<file path="src/rtl/leitor_matriz_vagas_pkg.sv">
// Shared definitions for the parking-lot sensor matrix blocks
// (scanner, display and counter).
package pkg_vagas;

  localparam int NUM_COLS  = 2;
  localparam int NUM_ROWS  = 4;
  localparam int NUM_VAGAS = NUM_COLS * NUM_ROWS;

  typedef enum logic [1:0] {
    COL0,
    COL1,
    UPD
  } estado_t;

endpackage

</file>
<file path="src/rtl/leitor_matriz_vagas_if.sv">
// Sensor-matrix scanner bus: row sense in; column drive, occupancy and
// event pulses out.
interface leitor_matriz_vagas_if;
  import pkg_vagas::*;

  logic [NUM_ROWS-1:0]  Linhas;
  logic [NUM_COLS-1:0]  Colunas;
  logic [NUM_VAGAS-1:0] Vagas;
  logic                 Mudou;
  logic                 Quadro;

  modport master (
    input  Linhas,
    output Colunas,
    output Vagas,
    output Mudou,
    output Quadro
  );

  modport slave (
    output Linhas,
    input  Colunas,
    input  Vagas,
    input  Mudou,
    input  Quadro
  );

endinterface

</file>
<file path="src/rtl/leitor_matriz_vagas_sincronizador.sv">
// Parameterized-width two-flop synchronizer for asynchronous level inputs.
module sincronizador #(
  parameter int WIDTH = 4
) (
  input  logic             clk,
  input  logic             rst,
  input  logic [WIDTH-1:0] d,
  output logic [WIDTH-1:0] q
);

  logic [WIDTH-1:0] sinc_p0;
  logic [WIDTH-1:0] sinc_p1;

  always_ff @(posedge clk) begin
    if (rst) begin
      sinc_p0 <= '0;
      sinc_p1 <= '0;
    end else begin
      sinc_p0 <= d;
      sinc_p1 <= sinc_p0;
    end
  end

  assign q = sinc_p1;

endmodule

</file>
<file path="src/rtl/leitor_matriz_vagas.sv">
// Column-scanning reader for the parking sensor matrix: assembles an
// 8-bit occupancy frame per scan and debounces it into Vagas.
module leitor_matriz_vagas
  import pkg_vagas::*;
#(
  parameter int SCAN_DIV = 50000,
  parameter int DEBOUNCE = 4
) (
  input  logic                  Clock,
  input  logic                  Reset,
  leitor_matriz_vagas_if.master bus
);

  localparam int CNT_W = $clog2(SCAN_DIV);
  localparam int EST_W = $clog2(DEBOUNCE + 1);

  estado_t              estado, estado_nxt;
  logic [CNT_W-1:0]     cnt, cnt_nxt;
  logic                 fim_dwell;
  logic [NUM_COLS-1:0]  colunas;
  logic [NUM_ROWS-1:0]  linhas_sinc;
  logic [NUM_VAGAS-1:0] raw;
  logic [NUM_VAGAS-1:0] ultimo;
  logic [NUM_VAGAS-1:0] vagas;
  logic [EST_W-1:0]     estavel, estavel_nxt;
  logic                 aceita;
  logic                 mudou;
  logic                 quadro;

  function automatic logic [EST_W-1:0] sat_inc(input logic [EST_W-1:0] v);
    if (v >= EST_W'(DEBOUNCE)) return EST_W'(DEBOUNCE);
    return v + EST_W'(1);
  endfunction

  sincronizador #(
    .WIDTH(NUM_ROWS)
  ) u_sincronizador (
    .clk (Clock),
    .rst (Reset),
    .d   (bus.Linhas),
    .q   (linhas_sinc)
  );

  always_ff @(posedge Clock) begin
    if (Reset) begin
      estado <= COL0;
      cnt    <= '0;
    end else begin
      estado <= estado_nxt;
      cnt    <= cnt_nxt;
    end
  end

  assign fim_dwell = (cnt == CNT_W'(SCAN_DIV - 1));

  always_comb begin
    estado_nxt = estado;
    cnt_nxt    = cnt + CNT_W'(1);
    colunas    = '0;
    case (estado)
      COL0: begin
        colunas = 2'b01;
        if (fim_dwell) begin
          estado_nxt = COL1;
          cnt_nxt    = '0;
        end
      end
      COL1: begin
        colunas = 2'b10;
        if (fim_dwell) begin
          estado_nxt = UPD;
          cnt_nxt    = '0;
        end
      end
      UPD: begin
        estado_nxt = COL0;
        cnt_nxt    = '0;
      end
      default: begin
        estado_nxt = COL0;
        cnt_nxt    = '0;
      end
    endcase
    // No column is driven while held in reset, even though the FSM sits in COL0.
    if (Reset) colunas = '0;
  end

  // Frame assembly: sample rows on the last dwell cycle of each column.
  always_ff @(posedge Clock) begin
    if (estado == COL0 && fim_dwell) raw[NUM_ROWS-1:0]         <= linhas_sinc;
    if (estado == COL1 && fim_dwell) raw[NUM_VAGAS-1:NUM_ROWS] <= linhas_sinc;
  end

  always_comb begin
    estavel_nxt = (raw == ultimo) ? sat_inc(estavel) : EST_W'(1);
    aceita      = (estavel_nxt == EST_W'(DEBOUNCE)) && (raw != vagas);
  end

  // Debounce update, once per frame in UPD.
  always_ff @(posedge Clock) begin
    if (Reset) begin
      vagas   <= '0;
      ultimo  <= '0;
      estavel <= '0;
      mudou   <= 1'b0;
      quadro  <= 1'b0;
    end else begin
      mudou  <= 1'b0;
      quadro <= 1'b0;
      if (estado == UPD) begin
        ultimo  <= raw;
        estavel <= estavel_nxt;
        quadro  <= 1'b1;
        if (aceita) begin
          vagas <= raw;
          mudou <= 1'b1;
        end
      end
    end
  end

  assign bus.Colunas = colunas;
  assign bus.Vagas   = vagas;
  assign bus.Mudou   = mudou;
  assign bus.Quadro  = quadro;

endmodule

</file>
<file path="src/flat_wrapper.sv">
// flat-port wrapper written by rule: the top's interface ports become plain ports
module leitor_matriz_vagas_flat import pkg_vagas::*;
#(
  parameter int SCAN_DIV = 50000,
  parameter int DEBOUNCE = 4
)
  (Clock, Reset, bus_Linhas, bus_Colunas, bus_Vagas, bus_Mudou, bus_Quadro);
  leitor_matriz_vagas_if bus_i ();
  input  logic Clock;
  input  logic Reset;
  input wire logic [$bits(bus_i.Linhas)-1:0] bus_Linhas;
  output wire logic [$bits(bus_i.Colunas)-1:0] bus_Colunas;
  output wire logic [$bits(bus_i.Vagas)-1:0] bus_Vagas;
  output wire logic [$bits(bus_i.Mudou)-1:0] bus_Mudou;
  output wire logic [$bits(bus_i.Quadro)-1:0] bus_Quadro;
  assign bus_i.Linhas = bus_Linhas;
  assign bus_Colunas = bus_i.Colunas;
  assign bus_Vagas = bus_i.Vagas;
  assign bus_Mudou = bus_i.Mudou;
  assign bus_Quadro = bus_i.Quadro;
  leitor_matriz_vagas #(.SCAN_DIV(SCAN_DIV), .DEBOUNCE(DEBOUNCE)) u_core (.Clock(Clock), .Reset(Reset), .bus(bus_i));
endmodule
</file>
<file path="config.mk">
export PLATFORM = sky130hd
export DESIGN_NAME = leitor_matriz_vagas_flat
export DESIGN_NICKNAME = d
export VERILOG_FILES = /design/src/rtl/leitor_matriz_vagas_pkg.sv /design/src/rtl/leitor_matriz_vagas_if.sv /design/src/rtl/leitor_matriz_vagas_sincronizador.sv /design/src/rtl/leitor_matriz_vagas.sv /design/src/flat_wrapper.sv
export SDC_FILE = /design/constraint.sdc
export NUM_CORES = 1
export LEC_CHECK = 0
export CORE_MARGIN = 3
export CORE_UTILIZATION = 25
export CTS_BUF_LIST = sky130_fd_sc_hd__clkbuf_4 sky130_fd_sc_hd__clkbuf_8
export DETAILED_ROUTE_END_ITERATION = 7
export SYNTH_ARGS = -nofsm -noshare
export SYNTH_HDL_FRONTEND = slang
export SYNTH_HIERARCHICAL = 1
export SYNTH_SLANG_ARGS = --single-unit
</file>
<file path="constraint.sdc">
create_clock -name Clock -period 1.85 [get_ports Clock]
set_input_delay 0.185 -clock Clock [delete_from_list [all_inputs] [get_ports Clock]]
set_output_delay 0.185 -clock Clock [all_outputs]
set_load 0.02 [all_outputs]
</file>
Word-level counts from Yosys, hierarchy flattened
Cells that the tools add are included.
{"block": "word_totals", "register_bits": 55, "in_bits": 6, "out_inout_bits": 12}
{"block": "op_classes", "addsub": 2, "order_cmp": 1, "eq_ne": 8, "mux": 11, "bitwise": 2, "n_reduce_logical": 9}
{"cell": "adder 16 x 1 -> 16 bit (second input constant)", "n": 1}
{"cell": "== test 16 bit (second input constant)", "n": 1}
{"cell": "two-way mux 3 bit", "n": 3}
{"cell": "== test 8 bit", "n": 1}
{"cell": "!= test 8 bit", "n": 1}
{"cell": "one-hot mux 2 bit (2 select lines)", "n": 2}
{"cell": "two-way mux 2 bit", "n": 3}
{"cell": "!= test 2 x 1 -> 1 bit (second input constant)", "n": 2}
{"cell": "AND reduction 2 bit", "n": 2}
{"cell": "OR reduction 2 bit", "n": 2}
{"cell": "adder 3 x 1 -> 3 bit (second input constant)", "n": 1}
{"cell": "== test 3 bit (second input constant)", "n": 1}
{"cell": "greater-or-equal comparator 3 bit (second input constant)", "n": 1}
{"cell": "logical AND 1 bit", "n": 3}
{"cell": "two-way mux 1 bit", "n": 3}
{"cell": "OR reduction 3 bit", "n": 1}
{"cell": "== test 2 x 1 -> 1 bit (second input constant)", "n": 1}
{"cell": "== test 2 bit (second input constant)", "n": 1}
{"cell": "logical NOT 2 bit", "n": 1}
{"cell": "inverter 1 bit", "n": 2}

Logic depth before layout (Yosys ltp)
Gate-level depths: netlist of run 1.
{"block": "logic_depth", "depth_word": 7, "depth_mapped": 8, "mapped_depth_nobuf": 7}

Cells and area by module
Netlist of run 1, hierarchy kept.
{"mod": "leitor_matriz_vagas", "n_inst": 1, "cells_each": 216, "area_per_inst_um2": 2070.7}
{"mod": "sincronizador", "n_inst": 1, "cells_each": 16, "area_per_inst_um2": 210.2}

Worst setup path after synthesis of run 1
No wires, ideal clock.
{"block": "synth_timing", "kind": "reg2reg", "start": "register u_core.cnt[4]", "end": "register u_core.raw[4], enable pin", "setup_ps": 329, "arrival_ps": 1419, "path_slack_ps": 102, "path_stages_with_launch": 6, "path_buffers": 0, "synth_period_minus_slack_ps": 1748, "cell_sequence": "dfxtp_1 -> nand4bb_1 -> nor4_2 -> nand4_2 -> or2_1 -> nor2_1"}
{"block": "synth_between", "elab_chain_cells": 2}
{"element": "from (decl)", "line": "leitor_matriz_vagas.sv:18", "text": "logic [CNT_W-1:0] cnt, cnt_nxt;"}
{"element": "from (signal assigned)", "line": "leitor_matriz_vagas.sv:50", "text": "cnt <= cnt_nxt;"}
{"element": "== test 16 bit", "line": "leitor_matriz_vagas.sv:54", "text": "assign fim_dwell = (cnt == CNT_W'(SCAN_DIV - 1));"}
{"element": "logical AND 1 bit", "line": "leitor_matriz_vagas.sv:91", "text": "if (estado == COL1 && fim_dwell) raw[NUM_VAGAS-1:NUM_ROWS] <= linhas_sinc;"}
{"element": "to (signal, indexed assignment)", "line": "leitor_matriz_vagas.sv:90", "text": "if (estado == COL0 && fim_dwell) raw[NUM_ROWS-1:0] <= linhas_sinc;"}
{"element": "to (signal, indexed assignment)", "line": "leitor_matriz_vagas.sv:91"}
{"element": "to (decl)", "line": "leitor_matriz_vagas.sv:22", "text": "logic [NUM_VAGAS-1:0] raw;"}
Every way passes these cells.
A chain may end at the register's enable or synchronous reset.

Worst setup path in the final report of run 1
{"block": "layout_timing", "start": "register u_core.cnt[13]", "end": "register u_core.raw[3], enable pin"}
{"block": "layout_between", "elab_chain_cells": 2}
{"element": "== test 16 bit", "line": "leitor_matriz_vagas.sv:54"}
{"element": "logical AND 1 bit", "line": "leitor_matriz_vagas.sv:90"}
Every way passes these cells.

==> flow_metrics.env, run 1 <==
export IMPL_status="finished, final reports clean"
export IMPL_crit_fanout=4
export IMPL_switchingPower_mw=0.440
export IMPL_final_antenna_diode_count=0
export IMPL_finalHoldViolations=0
export IMPL_post_synth_num_cell_types=31
export IMPL_skew_ns=0.00676
export IMPL_chipWidth_um=102
export IMPL_timing_fmax_ghz=0.580
export IMPL_place_detailed_hpwl_mm=2.93
export IMPL_starting_density=0.259
export IMPL_startpoint_type="flip-flop"
export IMPL_grt_met1_usage=0.115
export IMPL_worst_path_clk_slew_ns=0.10
export IMPL_clock_latency_ns=0.31
export IMPL_postSynth_topFlopCell="dfxtp_1"
export IMPL_crit_path_end_kind="flip-flop"
export IMPL_yosysWarningCount=6
export IMPL_post_syn_area_per_cell_um2=9.83
export IMPL_max_slew_margin=0.801
export IMPL_num_fill_cells=910
export IMPL_dieHeight_um=102
export IMPL_vias_in_the_first_global_route=1528
export IMPL_internal_power_mw=1.52
export IMPL_mappedNetlistArea_mm2=0.00228
export IMPL_async_flop_share=0
export IMPL_grt_antenna_before_repair=0
export IMPL_post_route_cell_area_mm2=0.00272
export IMPL_drive_above_1_share=0.104
export IMPL_rsz_0062_raised_after_global_routing="no"
export IMPL_drt_pass1_iterations=4
export IMPL_p_leak_nw=0.976
export IMPL_synthToLayoutAreaGrowth_pct=19.4
export IMPL_vias=1578
export IMPL_cts_root_buffer="clkbuf_8"
export IMPL_drt_drc_violations_left=0
export IMPL_met3_grt_util=0.0179
export IMPL_worstMarginPinSlew_ns=0.297
export IMPL_top_usage_layer="met2"
export IMPL_total_die_area_mm2=0.0103
export IMPL_power_clock_fraction=0.345
export IMPL_netlist_top_cells_area="dfxtp_1 (41%), edfxtp_1 (11%), xnor2_1 (6.9%)"
export IMPL_place_area_mm2=0.00262
export IMPL_cp_data_required_time_ns=1.89
export IMPL_netlist_top_cell_by_area="dfxtp_1"
export IMPL_synth_edf_count=8
export IMPL_worst_hold_path_type="input port to flip-flop"
export IMPL_number_of_sinks_driven_by_the_clock_tree=55
export IMPL_power_density_mw_per_mm2=721
export IMPL_netlist_top_cells_count="dfxtp_1 (47), nor2_1 (26), nand2_1 (22)"
export IMPL_totalWireLength_mm=4.11
export IMPL_cts_inserted_buffers=5
export IMPL_number_of_h_tree_levels=2
export IMPL_drt_wirelength_per_cell_um=11.2
export IMPL_synth_ff_latch_count=55
export IMPL_globalRouteOverflowTotal=0
export IMPL_vias_per_cell=4.30
export IMPL_syn_num_nets=241
export IMPL_clk_path_buf_depth=2
export IMPL_drtIter0Drc=75
export IMPL_grt_start_max_net_pins=30
export IMPL_num_rows=34
export IMPL_period_needed_ns=1.72
export IMPL_detail_route_antenna_nets=0
export IMPL_path_class="flip-flop to flip-flop"
export IMPL_tritoncts="yes"
export IMPL_worst_vdd_drop_uv=507
export IMPL_first_pass_grt_wire_length_mm=7.16
export IMPL_area_of_combinational_cells_with_multiple_inputs_mm2=0.00103
export IMPL_port_buffer_count=17
export IMPL_grtUsageMet2=0.135
export IMPL_preCtsSetupSlack_ns=-0.0104
export IMPL_final_nets=267
export IMPL_cp_data_arrival_time_ns=1.76
export IMPL_period_share=0.931
export IMPL_post_synth_top_count_cell="dfxtp_1"
export IMPL_track_usage=0.0877
export IMPL_netSwitchingFraction=0.224
export IMPL_synth_yosys_seq_area_share=0.518
export IMPL_total_power_mw=1.96
export IMPL_coreArea_mm2=0.00881
export IMPL_area_sequential_mm2=0.00118
export IMPL_synthCells=232
export IMPL_final_max_slew_violation_count=0
export IMPL_finalWorstSetupSlack_ns=0.127
export IMPL_design_portCount=18
export IMPL_setup_viol=0
export IMPL_max_cap_violations=0
export IMPL_gp_congestion=0.760
export IMPL_combPwrFrac=0.028
export IMPL_power_share_sequential=0.627
export IMPL_netlist_area_leader_share=0.413
-- cell families (layout without fill, tap and decap cells) --
logic type	count (synthesis)	count (layout)	share of synthesized area
AOI/OAI and AO/OA	13	13	0.0302
xor gates and xnor gates	31	31	0.119
adders and majority gates	3	3	0.0165
buffers and inverters	15	42	0.0324
DFF	55	55	0.518
muxes	8	8	0.0351
and+or+nand+nor	107	107	0.249
-- cell type report --
| cell class | instances | area share |
|---|---|---|
| inverter | 6 | 0.00827 |
| timing repair buffer | 28 | 0.0946 |
| multi-input combinational | 162 | 0.380 |
| tap | 108 | 0.0496 |
| sequential | 55 | 0.434 |
| clock inverter | 3 | 0.00873 |
| clock buffer | 5 | 0.0253 |
-- state kept, by name (all words and copies together) (netlist names) --
name	cells
u_core/u_sincronizador/q	4
u_core/cnt	16
u_core/raw	8
u_core/bus.Mudou	1
u_core/estavel	3
u_core/u_sincronizador/sinc_p0	4
u_core/bus.Vagas	8
u_core/ultimo	8
u_core/estado	2
u_core/bus.Quadro	1
-- path summary, 6_finish.rpt --
check                                 endpoint  slack, ns                        start  cells past startpoint
max reg2reg                      u_core/raw[3]       0.13               u_core/cnt[13]                      6
min          u_core/u_sincronizador/sinc_p0[0]       0.41                bus_Linhas[0]                      2
max                              u_core/raw[3]       0.13               u_core/cnt[13]                      6
min reg2reg                      u_core/raw[6]       0.45  u_core/u_sincronizador/q[2]                      0
-- power groups by stage --
stage / combinational, mW / sequential [mW] / clock (mW)
after CTS: 0.0562 / 1.23 / 0.707
after global placement: 0.0554 / 1.26 / 0
final: 0.0548 / 1.23 / 0.678
after floorplan: 0.0335 / 1.26 / 0
after global routing: 0.0613 / 1.23 / 0.745
after detailed placement: 0.0560 / 1.26 / 0
-- routing by layer --
| layer | vias to the layer above | wire length, um |
|---|---|---|
| met5 | - | 0 |
| met4 | 0 | 97 |
| met3 | 7 | 141 |
| met2 | 20 | 1810 |
| met1 | 733 | 2050 |
| li1 | 818 | - |
-- metrics by stage --
step	instances	hold WS (ns)	setup TNS [ns]	utilization
detailed placement	359	0.426	-0.0412	0.297
CTS	367	0.403	0	0.308
finish	367	0.411	0	0.309
floorplan	232	0.257	0	-
global route	367	0.397	0	0.309
global placement	359	0.413	0	0.297
-- what timing repair did --
item	CTS	global route
pin swaps	0	0
endpoints found under the setup margin	4	15
setup buffers	0	0
hold buffers	0	0
resized for setup	1	4
-- cells in the final DEF, fill, tap and decap left out, types with 3 or more instances in the layout --
cell and count:
a21oi_1 12, buf_4 11, clkbuf_8 5, clkdlybuf4s50_1 15
dfxtp_1 47, edfxtp_1 8, ha_1 3, inv_1 6
mux2i_1 8, nand2_1 22, nand2b_1 16, nand3_1 4
nand4_1 5, nor2_1 25, nor2b_1 10, nor3_1 8
xnor2_1 18, xor2_1 13
-- critical path, stage by stage, from the launching register on --
cell and delay, ns:
dfxtp_1 0.34, nand4bb_1 0.21, nor4_2 0.29, nand4_2 0.15, buf_4 0.18, nor3_1 0.12
buf_4 0.17
Note: power is estimated with default switching activity, not from simulation.
==> run 2, diff against run 1 <==
--- a/config.mk
+++ b/config.mk
@@ -9,6 +9,7 @@
 export CORE_UTILIZATION = 25
 export CTS_BUF_LIST = sky130_fd_sc_hd__clkbuf_4 sky130_fd_sc_hd__clkbuf_8
 export DETAILED_ROUTE_END_ITERATION = 7
+export SLEW_MARGIN = 10
 export SYNTH_ARGS = -nofsm -noshare
 export SYNTH_HDL_FRONTEND = slang
 export SYNTH_HIERARCHICAL = 1
==> results of run 2 <==
Same layout as run 1: the final DEF is identical, and so are final timing and power.
==> run 3, diff against run 2 <==
==> constraint.sdc (replaced) <==
create_clock -name Clock -period 1.6 [get_ports Clock]
set_input_delay 0.16 -clock Clock [delete_from_list [all_inputs] [get_ports Clock]]
set_output_delay 0.16 -clock Clock [all_outputs]
set_load 0.02 [all_outputs]
==> flow_metrics.env, run 3 (same netlist as run 1, synthesis figures left out) <==
export IMPL_combPwrFrac=0.035
export IMPL_design_portCount=18
export IMPL_worstPathCellList="xor2_1 > nor4_1 > a21oi_2 > and3_4 > mux2i_1"
export IMPL_max_stage_delay_ns=0.49
export IMPL_status="finished, final reports clean"
export IMPL_timing_fmax_ghz=0.626
export IMPL_cts_root_buffer="clkbuf_8"
export IMPL_internal_power_mw=1.79
export IMPL_period_share=0.998
export IMPL_drt_pass1_iterations=4
export IMPL_synthToLayoutAreaGrowth_pct=32.6
export IMPL_total_power_mw=2.28
export IMPL_layout_commonest_cell="dfxtp_1"
export IMPL_max_slew_margin=0.779
export IMPL_vias=1680
export IMPL_preCtsSetupSlack_ns=-0.161
export IMPL_dp_cells=380
export IMPL_port_buffer_count=17
export IMPL_power_density_mw_per_mm2=754
export IMPL_finalHoldViolations=0
export IMPL_rsz_0062_raised_after_global_routing="yes"
export IMPL_vias_in_the_first_global_route=1615
export IMPL_drtIter0Drc=96
export IMPL_crit_fanout=5
export IMPL_gp_congestion=0.763
export IMPL_coreArea_mm2=0.00881
export IMPL_worst_path_max_delay_cell="edfxtp_1"
export IMPL_startpoint_type="flip-flop"
export IMPL_power_clock_fraction=0.341
export IMPL_vias_per_cell=4.25
export IMPL_skew_ns=0.0170
export IMPL_hold_worst_slack_ns=0.401
export IMPL_reg2reg_slack_ns=0.003
export IMPL_post_route_cell_area_mm2=0.00303
export IMPL_beginning_of_the_worst_register_to_register_path="u_core/raw[4]"
export IMPL_first_pass_grt_wire_length_mm=7.43
export IMPL_track_usage=0.0914
export IMPL_p_leak_nw=1.15
export IMPL_finalCoreUtilization=0.344
export IMPL_grt_antenna_before_repair=0
export IMPL_totalNegativeSetupSlack_ns=0
export IMPL_netSwitchingFraction=0.216
export IMPL_max_cap_violations=0
export IMPL_drt_wirelength_per_cell_um=11.5
export IMPL_place_area_mm2=0.00279
export IMPL_place_detailed_hpwl_mm=3.10
export IMPL_worst_path_clk_slew_ns=0.11
export IMPL_cts_inserted_buffers=5
export IMPL_cp_data_required_time_ns=1.82
export IMPL_worst_r2r_endpoint="u_core/bus.Vagas[0]"
export IMPL_num_rows=34
export IMPL_worst_hold_path_type="input port to flip-flop"
export IMPL_cp_startpoint="u_core/raw[4]"
export IMPL_cts_hold_buf=0
export IMPL_critical_path_endpoint="u_core/bus.Vagas[0]"
export IMPL_period_needed_ns=1.60
export IMPL_drive_above_1_share=0.244
export IMPL_number_of_h_tree_levels=2
export IMPL_largest_register_ffs=16
export IMPL_detail_route_antenna_nets=0
export IMPL_worst_vdd_drop_uv=427
export IMPL_final_cells=395
export IMPL_power_share_sequential=0.624
export IMPL_path_class="flip-flop to flip-flop"
export IMPL_timing_reg2reg_worst_path_depth=5
export IMPL_number_of_sinks_driven_by_the_clock_tree=55
export IMPL_final_antenna_diode_count=0
export IMPL_starting_density=0.259
export IMPL_layout_cells_most_common_list="dfxtp_1 (43), buf_4 (36), nor2_1 (24)"
export IMPL_setup_viol=0
export IMPL_clk_path_buf_depth=2
export IMPL_drt_drc_violations_left=0
export IMPL_switchingPower_mw=0.494
export IMPL_max_flop_register="u_core/cnt"
export IMPL_tritoncts="yes"
export IMPL_cp_data_arrival_time_ns=1.81
export IMPL_worstMarginPinSlew_ns=0.329
export IMPL_crit_path_end_kind="flip-flop"
export IMPL_final_max_slew_violation_count=0
export IMPL_clock_latency_ns=0.32
export IMPL_grt_start_max_net_pins=33
export IMPL_final_nets=295
export IMPL_dieHeight_um=102
export IMPL_total_die_area_mm2=0.0103
export IMPL_totalWireLength_mm=4.53
export IMPL_globalRouteOverflowTotal=0
export IMPL_finalWorstSetupSlack_ns=0.00326
export IMPL_chipWidth_um=102
run 3: cell count changes in the layout (fill, tap and decap cells not counted), sizes merged:
cell           previous run  this run
and3                      4         5
buf                      11        38
clkbuf                    5         7
clkdlybuf4s50            15        13
clkinv                    0         1
clkinvlp                  2         0
dlygate4sd2               0         1
run 3: layer usage:
metal  GRT usage  share of wire
met5           0              0
met4      0.0440          0.018
met3      0.0241          0.040
met2       0.137           0.46
met1       0.122           0.48
run 3: cell type report:
type | instances | area, um2
Fill cell | 905 | 5780
Sequential cell | 55 | 1190
Multi-Input combinational cell | 163 | 1120
Timing Repair Buffer | 55 | 470
Tap cell | 108 | 135
Clock buffer | 6 | 76.3
Inverter | 6 | 22.5
Clock inverter | 2 | 12.5
run 3: power groups by stage:
stage	registers, mW	logic [mW]	clock network, mW
after global placement	1.45	0.0795	0
after floorplan	1.45	0.0387	0
after detailed placement	1.45	0.0799	0
after global routing	1.43	0.0873	0.876
after CTS	1.42	0.0790	0.809
final	1.42	0.0788	0.778
run 3: what timing repair did:
action / in CTS / in global routing
setup endpoints to repair: 19 / 32
gates cloned: 0 / 1
resized for setup: 5 / 23
setup buffers: 0 / 6
hold endpoints to repair: 0 / 0
pin swaps: 0 / 14
run 3: how the worst min path moves through the flow:
| stage | to | from | depth (start not counted) | slack [ns] |
|---|---|---|---|---|
| after floorplan | u_core/u_sincronizador/q[0] | Reset | 1 | 0.23 |
| after CTS | u_core/u_sincronizador/sinc_p0[1] | bus_Linhas[1] | 2 | 0.39 |
| after global routing | u_core/u_sincronizador/sinc_p0[1] | bus_Linhas[1] | 2 | 0.40 |
| after detailed placement | u_core/raw[2] | u_core/u_sincronizador/q[2] | 0 | 0.42 |
| after global placement | u_core/raw[2] | u_core/u_sincronizador/q[2] | 0 | 0.42 |
| final | u_core/u_sincronizador/sinc_p0[1] | bus_Linhas[1] | 2 | 0.40 |
run 3: critical path, delay by kind of cell (launching register included):
kind | cells | cell delay (ns)
compound gates | 1 | 0.12
xor+xnor | 1 | 0.19
flops | 1 | 0.49
mux | 1 | 0.12
simple gates | 2 | 0.57
